`src/rtl/cpu_types_pkg.sv`:
```
// cpu_types_pkg
// Shared datapath types for the pipelined CPU. This file holds only the
// machine word type and its width, which the memory arbiter uses for every
// address and data bus.
package cpu_types_pkg;

  localparam int WORD_W = 32;

  typedef logic [WORD_W-1:0] word_t;

endpackage : cpu_types_pkg

```
`src/rtl/diaosi_types_pkg.sv`:
```
// diaosi_types_pkg
// Types for the memory arbiter:
//   arb_state_t : arbiter FSM states (idle, instruction access, data access)
//   ARB_REQ_I / ARB_REQ_D : requester identifiers. The round-robin build
//                           stores one of these to remember who was served last.
package diaosi_types_pkg;

  typedef enum logic [1:0] {
    ARB_IDLE = 2'd0,
    ARB_IACC = 2'd1,
    ARB_DACC = 2'd2
  } arb_state_t;

  localparam logic ARB_REQ_I = 1'b0;
  localparam logic ARB_REQ_D = 1'b1;

endpackage : diaosi_types_pkg

```
`src/rtl/arb_watchdog.sv`:
```
// arb_watchdog
// Counts the access cycles that pass without a RAM ready. It flags expiry in
// the cycle in which the count would reach TIMEOUT, so an access that has not
// finished after TIMEOUT cycles is aborted at the end of that cycle.
// Ports:
//   i_clk      : clock, rising edge
//   i_nrst     : synchronous active-low reset
//   i_clear    : restart the count. Asserted when a new access is granted.
//   i_count_en : an access cycle is passing without ram_rdy
//   o_expired  : this cycle is the TIMEOUT-th cycle without completion
module arb_watchdog #(
  parameter int TIMEOUT = 16
) (
  input  logic i_clk,
  input  logic i_nrst,
  input  logic i_clear,
  input  logic i_count_en,
  output logic o_expired
);

  localparam int CNT_W = $clog2(TIMEOUT + 1);

  logic [CNT_W-1:0] r_count;

  // The counter restarts on every grant and advances only while the granted
  // access is stalled. It never passes TIMEOUT, because expiry drops the
  // arbiter back to idle.
  always_ff @(posedge i_clk) begin
    if (!i_nrst) begin
      r_count <= '0;
    end else if (i_clear) begin
      r_count <= '0;
    end else if (i_count_en) begin
      r_count <= r_count + CNT_W'(1);
    end
  end

  // Expiry looks ahead one increment. The abort then lands on the same edge
  // at which the count reaches TIMEOUT.
  assign o_expired = i_count_en && (r_count == CNT_W'(TIMEOUT - 1));

endmodule : arb_watchdog

```
`src/rtl/memory_arbiter.sv`:
```
// memory_arbiter
// Shares the single unified RAM port between instruction fetch and data memory.
// A three-state FSM grants one requester at a time. Every access runs under
// a watchdog, and a timeout sets the sticky arb_err flag.
// Configuration macro:
//   MEM_ARB_RR_EN : when defined, ties are broken round-robin. When undefined,
//                   data always wins over instruction.
// Ports:
//   CLK, nRST                 : clock (rising edge), synchronous active-low reset
//   iREN, iaddr               : instruction read request and address
//   iload, iwait              : instruction read data, 1 = instruction not complete
//   dREN, dWEN, daddr, dstore : data read/write request, address, write data
//   dload, dwait              : data read value, 1 = data not complete
//   ramREN, ramWEN            : RAM read and write strobes
//   ramaddr, ramstore         : RAM address and write data
//   ramload, ram_rdy          : RAM read data, RAM access complete
//   arb_err                   : sticky watchdog timeout flag
module memory_arbiter
  import cpu_types_pkg::*;
  import diaosi_types_pkg::*;
#(
  parameter int TIMEOUT = 16
) (
  input  logic  CLK,
  input  logic  nRST,
  input  logic  iREN,
  input  word_t iaddr,
  output word_t iload,
  output logic  iwait,
  input  logic  dREN,
  input  logic  dWEN,
  input  word_t daddr,
  input  word_t dstore,
  output word_t dload,
  output logic  dwait,
  output logic  ramREN,
  output logic  ramWEN,
  output word_t ramaddr,
  output word_t ramstore,
  input  word_t ramload,
  input  logic  ram_rdy,
  output logic  arb_err
);

  arb_state_t r_state;
  logic       r_arbErr;
  logic       w_dReq;
  logic       w_grantD;
  logic       w_wdClear;
  logic       w_wdCountEn;
  logic       w_expired;

  assign w_dReq = dREN | dWEN;

`ifdef MEM_ARB_RR_EN
  logic r_lastGrant;

  // On a tie, the requester that was not served last gets the grant. If
  // instruction went last, data takes this one.
  assign w_grantD = w_dReq & (~iREN | (r_lastGrant == ARB_REQ_I));
`else
  assign w_grantD = w_dReq;
`endif

  // The watchdog restarts on every grant out of idle. It counts only while
  // the granted requester still wants the access and the RAM has not
  // answered, so a dropped request never raises an error.
  assign w_wdClear   = (r_state == ARB_IDLE) & (w_dReq | iREN);
  assign w_wdCountEn = ~ram_rdy & (((r_state == ARB_IACC) & iREN) |
                                   ((r_state == ARB_DACC) & w_dReq));

  arb_watchdog #(
    .TIMEOUT(TIMEOUT)
  ) u_watchdog (
    .i_clk      (CLK),
    .i_nrst     (nRST),
    .i_clear    (w_wdClear),
    .i_count_en (w_wdCountEn),
    .o_expired  (w_expired)
  );

  // Arbiter FSM. Each access returns to idle, so back-to-back grants are
  // always one idle cycle apart. Completion is checked before the drop and
  // timeout conditions, so a ready in the timeout cycle still completes the
  // access normally.
  always_ff @(posedge CLK) begin
    if (!nRST) begin
      r_state     <= ARB_IDLE;
      r_arbErr    <= 1'b0;
`ifdef MEM_ARB_RR_EN
      r_lastGrant <= ARB_REQ_I;
`endif
    end else begin
      case (r_state)
        ARB_IDLE: begin
          if (w_grantD) begin
            r_state <= ARB_DACC;
          end else if (iREN) begin
            r_state <= ARB_IACC;
          end
        end
        ARB_IACC: begin
          if (ram_rdy) begin
            r_state     <= ARB_IDLE;
`ifdef MEM_ARB_RR_EN
            r_lastGrant <= ARB_REQ_I;
`endif
          end else if (!iREN) begin
            r_state <= ARB_IDLE;
          end else if (w_expired) begin
            r_state  <= ARB_IDLE;
            r_arbErr <= 1'b1;
          end
        end
        ARB_DACC: begin
          if (ram_rdy) begin
            r_state     <= ARB_IDLE;
`ifdef MEM_ARB_RR_EN
            r_lastGrant <= ARB_REQ_D;
`endif
          end else if (!w_dReq) begin
            r_state <= ARB_IDLE;
          end else if (w_expired) begin
            r_state  <= ARB_IDLE;
            r_arbErr <= 1'b1;
          end
        end
        default: begin
          r_state <= ARB_IDLE;
        end
      endcase
    end
  end

  // RAM port steering. It is decoded from the registered state plus the
  // requester's own enables, so strobes drop in the same cycle as a
  // withdrawn request. ram_rdy reaches only the wait outputs and never the
  // strobes.
  always_comb begin
    ramREN   = 1'b0;
    ramWEN   = 1'b0;
    ramaddr  = '0;
    ramstore = '0;
    iload    = '0;
    dload    = '0;
    iwait    = 1'b1;
    dwait    = 1'b1;
    case (r_state)
      ARB_IACC: begin
        ramREN  = iREN;
        ramaddr = iaddr;
        iload   = ramload;
        iwait   = ~ram_rdy;
      end
      ARB_DACC: begin
        ramaddr  = daddr;
        ramstore = dstore;
        ramWEN   = dWEN;
        ramREN   = dREN & ~dWEN;
        dload    = ramload;
        dwait    = ~ram_rdy;
      end
      default: begin
      end
    endcase
  end

  assign arb_err = r_arbErr;

endmodule : memory_arbiter

```
`config.mk`:
```
export PLATFORM = sky130hd
export DESIGN_NAME = memory_arbiter
export DESIGN_NICKNAME = d
export VERILOG_FILES = /design/src/rtl/cpu_types_pkg.sv /design/src/rtl/diaosi_types_pkg.sv /design/src/rtl/arb_watchdog.sv /design/src/rtl/memory_arbiter.sv
export SDC_FILE = /design/constraint.sdc
export NUM_CORES = 1
export LEC_CHECK = 0
export CAP_MARGIN = 20
export CORE_AREA = 4 4 100 102
export CTS_CLUSTER_SIZE = 12
export DETAILED_ROUTE_END_ITERATION = 7
export DIE_AREA = 0 0 104 106
export HOLD_SLACK_MARGIN = 0.08
export PLACE_DENSITY = 0.69
export SYNTH_ARGS = -nofsm -noshare
export SYNTH_HDL_FRONTEND = slang
export SYNTH_HIERARCHICAL = 1
export SYNTH_SLANG_ARGS = --single-unit
```
`constraint.sdc`:
```
create_clock -name CLK -period 2.7 [get_ports CLK]
set_input_delay 0.54 -clock CLK [delete_from_list [all_inputs] [get_ports CLK]]
set_output_delay 0.54 -clock CLK [all_outputs]
set_load 0.05 [all_outputs]
```
Yosys cells after proc, flatten, opt, wreduce, memory -nomap -nowiden

Cells that the tools add are included.

Flip-flop bits (word level): 8
Bits of input ports: 134
Output and inout bits: 133
Word-level logic and storage cells: 50

Add/subtract/negate cells: 1
Equality and inequality tests: 8
Muxes and demuxes: 22
Bitwise logic cells: 11
Reduce and logical (&&, ||, !) cells: 5

Operators by type and width:

| operator              | number |
|---|---|
| $mux W32              | 3 |
| $pmux W32 S2          | 1 |
| $mux W2               | 7 |
| $mux W1               | 8 |
| $ne A2 B2 Y1 const B  | 4 |
| $pmux W2 S3           | 1 |
| $add A5 B1 Y5 const B | 1 |
| $and A1 B1 Y1         | 5 |
| $eq A5 B4 Y1 const B  | 1 |
| $reduce_and A5 Y1     | 1 |
| $pmux W1 S2           | 2 |
| $ne A3 B3 Y1 const B  | 1 |
| $not A1 Y1            | 3 |
| $or A1 B1 Y1          | 3 |
| $eq A2 B1 Y1 const B  | 1 |
| $eq A2 B2 Y1 const B  | 1 |
| $logic_not A2 Y1      | 1 |
| $reduce_bool A2 Y1    | 1 |
| $reduce_or A2 Y1      | 1 |
| $logic_and A1 B1 Y1   | 1 |

Longest topological paths before layout

Gate-level depths: netlist of the first run.

Word-level depth: 9
Depth in mapped cells: 9
Gate-level depth less buffers: 8

Cells and area by module

Netlist of the first run, hierarchy kept.

Modules (own cells, without submodules):

| module         | times used | cells each | area an instance (um2) | sequential area each (um2) |
|---|---|---|---|---|
| memory_arbiter | 1          | 215        | 1423.9                 | 60.1 |
| arb_watchdog   | 1          | 25         | 245.2                  | 100.1 |

Worst setup path after synthesis of the first run

OpenSTA, ideal clock, no wires.

Kind: register to output
Start: register r_state[0]
End: output ramaddr[0]
Arrival time: 1.755 ns
Required time: 2.160 ns
Setup slack: 0.405 ns
Stages on the path, launching flop included: 7
Path buffers: 2
Path through: dfxtp_1 -> inv_1 -> ha_1 -> buf_2 -> buf_2 -> a22oi_1 -> nor2b_1

Longest elaborated chain between the ends: 2
Elaborated cells on any way between the ends: 3
Those cells by class: eq/ne: 2; mux: 1

Ends and longest elaborated chain:

| item                                                | line                  | source |
|---|---|---|
| start: declaration                                  | memory_arbiter.sv:45  | `arb_state_t r_state;` |
| start signal: assignment                            | memory_arbiter.sv:88  | `r_state <= ARB_IDLE;` |
| start signal: assignment                            | memory_arbiter.sv:97  | `r_state <= ARB_DACC;` |
| start signal: assignment                            | memory_arbiter.sv:99  | `r_state <= ARB_IACC;` |
| $eq A2 B2 Y1 / $eq A2 B1 Y1 (equally long branches) | memory_arbiter.sv:148 | `case (r_state)` |
| $pmux W32 S2 (*)                                    | memory_arbiter.sv:148 |  |
| end: declaration                                    | memory_arbiter.sv:38  | `output word_t ramaddr,` |

Every way passes the cells marked *; elsewhere a longest branch is shown, timed or not.

Worst setup path after layout of the first run

Start: register r_state[0]
End: output ramstore[8]

Longest elaborated chain between the ends: 2

Ends and longest elaborated chain:

| item             | line                  | source |
|---|---|---|
| $eq A2 B2 Y1     | memory_arbiter.sv:148 |  |
| $mux W32         | memory_arbiter.sv:148 |  |
| end: declaration | memory_arbiter.sv:39  | `output word_t ramstore,` |

Every way passes these cells.

==> results of run 1 <==
## state kept, by name, indices dropped and copies added (netlist names)
register and cells:
arb_err 1, r_state 2, u_watchdog/r_count 5
## Yosys cell counts, types with 3 or more instances
| cell type | n | area share (%) |
|---|---|---|
| a21oi_1 | 3 | 0.90 |
| dfxtp_1 | 8 | 9.6 |
| nand2b_1 | 3 | 1.1 |
| nand2_1 | 4 | 0.90 |
| nor2_1 | 5 | 1.1 |
| ha_1 | 6 | 4.5 |
| nor2b_1 | 32 | 12 |
| inv_1 | 4 | 0.90 |
| a22oi_1 | 32 | 14 |
| clkbuf_1 | 14 | 3.1 |
| buf_2 | 8 | 2.4 |
| and2_1 | 99 | 37 |
## final cells by class
class,count,area (sq um)
Tap cell,111,139
Timing Repair Buffer,273,3610
Multi-Input combinational cell,206,1410
Fill cell,769,3740
Clock buffer,3,41.3
Inverter,4,15.0
Sequential cell,8,160
## power groups by stage
| stage | Combinational, mW | Sequential [mW] | Clock, mW |
|---|---|---|---|
| floorplan | 0.705 | 0.128 | 0 |
| global placement | 1.51 | 0.129 | 0 |
| detailed placement | 1.52 | 0.129 | 0 |
| global route | 1.57 | 0.127 | 0.158 |
| CTS | 1.52 | 0.127 | 0.157 |
| finish | 1.51 | 0.127 | 0.149 |
## worst max path at each step
stage                           from  slack [ns]          end  cells after the start
final                     r_state[0]        0.30  ramstore[8]                      6
after detailed placement        dREN        0.47       ramREN                      5
after global placement          dREN        0.50       ramREN                      5
after CTS                 r_state[0]        0.27  ramstore[8]                      6
after floorplan           r_state[0]        0.40   ramaddr[0]                      6
after global routing      r_state[0]        0.17  ramstore[3]                      6
## placed cells by master, fill, tap and decap left out, types with 4 or more instances in the layout
cell type,n
nand2_1,4
inv_1,4
ha_1,4
nor2_1,5
clkdlybuf4s50_1,134
and2_1,99
a22oi_1,32
buf_4,41
buf_12,98
nor2b_1,32
dfxtp_1,8
## stage by stage
stage          hold WS [ns]  cell area [sq um]  total power, mW  std cells
2_1_floorplan         0.456               1670            0.833        240
3_3_place_gp          0.448               5330             1.63        602
4_1_cts               0.464               5370             1.81        605
6_report              0.460               5370             1.78        605
5_1_grt               0.494               5370             1.85        605
3_5_place_dp          0.455               5330             1.65        602
## layer usage
metal  part of all wire, %  GRT usage, %  wire length, microns  vias up
met1                    37          19.8                  4040     1234
met4                   1.6          3.23                   173        0
met2                    55          36.4                  6090      113
met3                   6.6          4.68                   726       14
li1                      -             -                     -     1310
met5                     0             0                     0        -
## cells by family after synthesis
family | Yosys count | share of synthesized area [%]
AOI/OAI and AO/OA | 47 | 22.5
xor gates and xnor gates | 1 | 0.525
adders and majority gates | 6 | 4.50
buffers and inverters | 26 | 6.45
DFF | 8 | 9.59
muxes | 2 | 1.20
and+or+nand+nor | 150 | 55.2
## worst register-to-register path, cell delays in order, from the launching register on
cell	delay (ns)
dfxtp_1	0.40
inv_1	0.09
ha_2	0.20
buf_4	0.23
o21ai_2	0.14
a21oi_1	0.12
and2_1	0.20
a2111oi_4	0.36
o221a_1	0.22
==> results.md, run 1 <==
- Die area: roughly 0.011 sq mm
- Crit path launch type: flip-flop
- Vias per inst: approximately 4.4
- IO Count: about 270
- Sw Ratio: 46.3%
- Seq pwr share: 7.1%
- Fin. Hold Viols: 0
- Hold WC Path Type: reg -> reg
- Net Sw Power: approximately 830 uW
- Hold_buf cts: 0
- EDFF count, synth: 0
- Root buffer cell: clkbuf_8
- Hold path depth: 1
- Max-cap violations: 0
- Post-CTS Setup Repair Bufs: 0
- Worst Reg-to-Reg Cells: 8
- CP Buf/Inv Count: 4
- Max-slew headroom: approximately two thirds
- Remaining DRCs: 0
- Worst Tran Pin Value: between 0.5 and 0.6 ns
- Ant diodes: 0
- Post-cts gate resize count: 0
- Core Footprint: 0.00911 sq mm
- Crit path time final: 2.40 ns
- Slew Limit Fails: 0
- Setup crit end kind: primary output
- Critical path's top delay family: buffers and inverters
- Hold Crit Start: arb_err
- Fmax: roughly 420 MHz
- Worst skew pair latency: approximately 0.24 ns
- Worst r2r src: r_state[0]
- WS Path Type: reg -> out
- Clk slew on worst S/H paths: around 0.05 ns
- Net Count, Synth: between 300 and 400
- Final WS setup: 0.298 ns
- DR pass1 iterations: 4
- Die Height: about 110 microns
- Area Growth Syn to Fin: 222%
- Status: complete, no violations
- Die Width: between 100 and 150 microns
- Async set-reset flop share out of synthesis: 0%
- Crit Reg-Reg Endpoint: r_state[1]
- DR WL/cell: around 18 microns
- Mapped cell area: between 0.0015 and 0.002 sq mm
- RSZ-0062 raised after global routing: false
- Prevailing post-synth register cell: dfxtp_1
- Initial core utilization: a little under a fifth
- CP Max Fanout: 42
- Combinational share of power: between 80% and 90%
- Pint: 958 uW
- Clock share of power: just over 8%
- CP peak stage delay: about 0.36 ns
- Post-route ant nets: 0
- First-pass GRT wire length: between 15 and 20 mm
- Crit-path cells: inv_1 > ha_2 > buf_4 > buf_4 > and2_1 > buf_12
- Layout cells sized above 1: 29.8%
- First DRT Iteration DRCs: approximately 150
- Final setup TNS: 0 ns
- Leakage: 2.14 nW
- All-layer global routing usage: between 10% and 20%
- Via count: between 2000 and 3000
- Min-Delay Endpoint: arb_err
- Largest net degree at the start of global routing: 43
- H-Tree Depth: 1
- Routability Congestion: around 0.8
- Crit path top cell by count: buf_4
- WP data arrival: 1.86 ns
- HPWL Detailed: around 9.6 mm
- Clk_skew: ~0.010 ns
- # nets final: ~640
- Worst EP required: around 2.2 ns
- Post-synth cell types: 30
- CP max-delay cell: buf_4
- Finish-stage setup viols: 0
- Port Buffers: between 200 and 300
- FF-to-FF setup slack: approximately 0.69 ns
- Grt total ovfl: 0
- Pwr dens: 332 mW/mm^2
- Max IR drop VDD: ~0.24 mV
- Ys Warns: 6
- Tcrit/Tclk final: 89.0%
- Rows: 35
- Drt total wl: 11.0 mm
- Synth Register Bits: 8
- Part of the Yosys area used for sequential elements: 9.60%
- Gate Count Post-Synth: 240
- Clock buffers created by TritonCTS: 3
- TritonCTS clock tree: built
- Post-Place Worst Slack: ~0.47 ns
- Final core occ: slightly below 60%
- Vias in the first global route: 2575
- CTS Sinks: 8
- Mean post-synth cell area: 6.95 sq um
- CTS Buffer Depth: 2
- Antenna violations before repair: 0
Note: power is estimated with default switching activity, not from simulation.
==> run 2: changes to the inputs <==
- GPL_TIMING_DRIVEN: unset -> 1
==> results of run 2 <==
The final DEF is identical to that of run 1; final timing and power are the same.
==> run 3: changes to the inputs <==
- CTS_CLUSTER_DIAMETER: unset -> 50
- GPL_ROUTABILITY_DRIVEN: unset -> 0
==> results of run 3 <==
The final DEF is identical to that of run 1; final timing and power are the same.
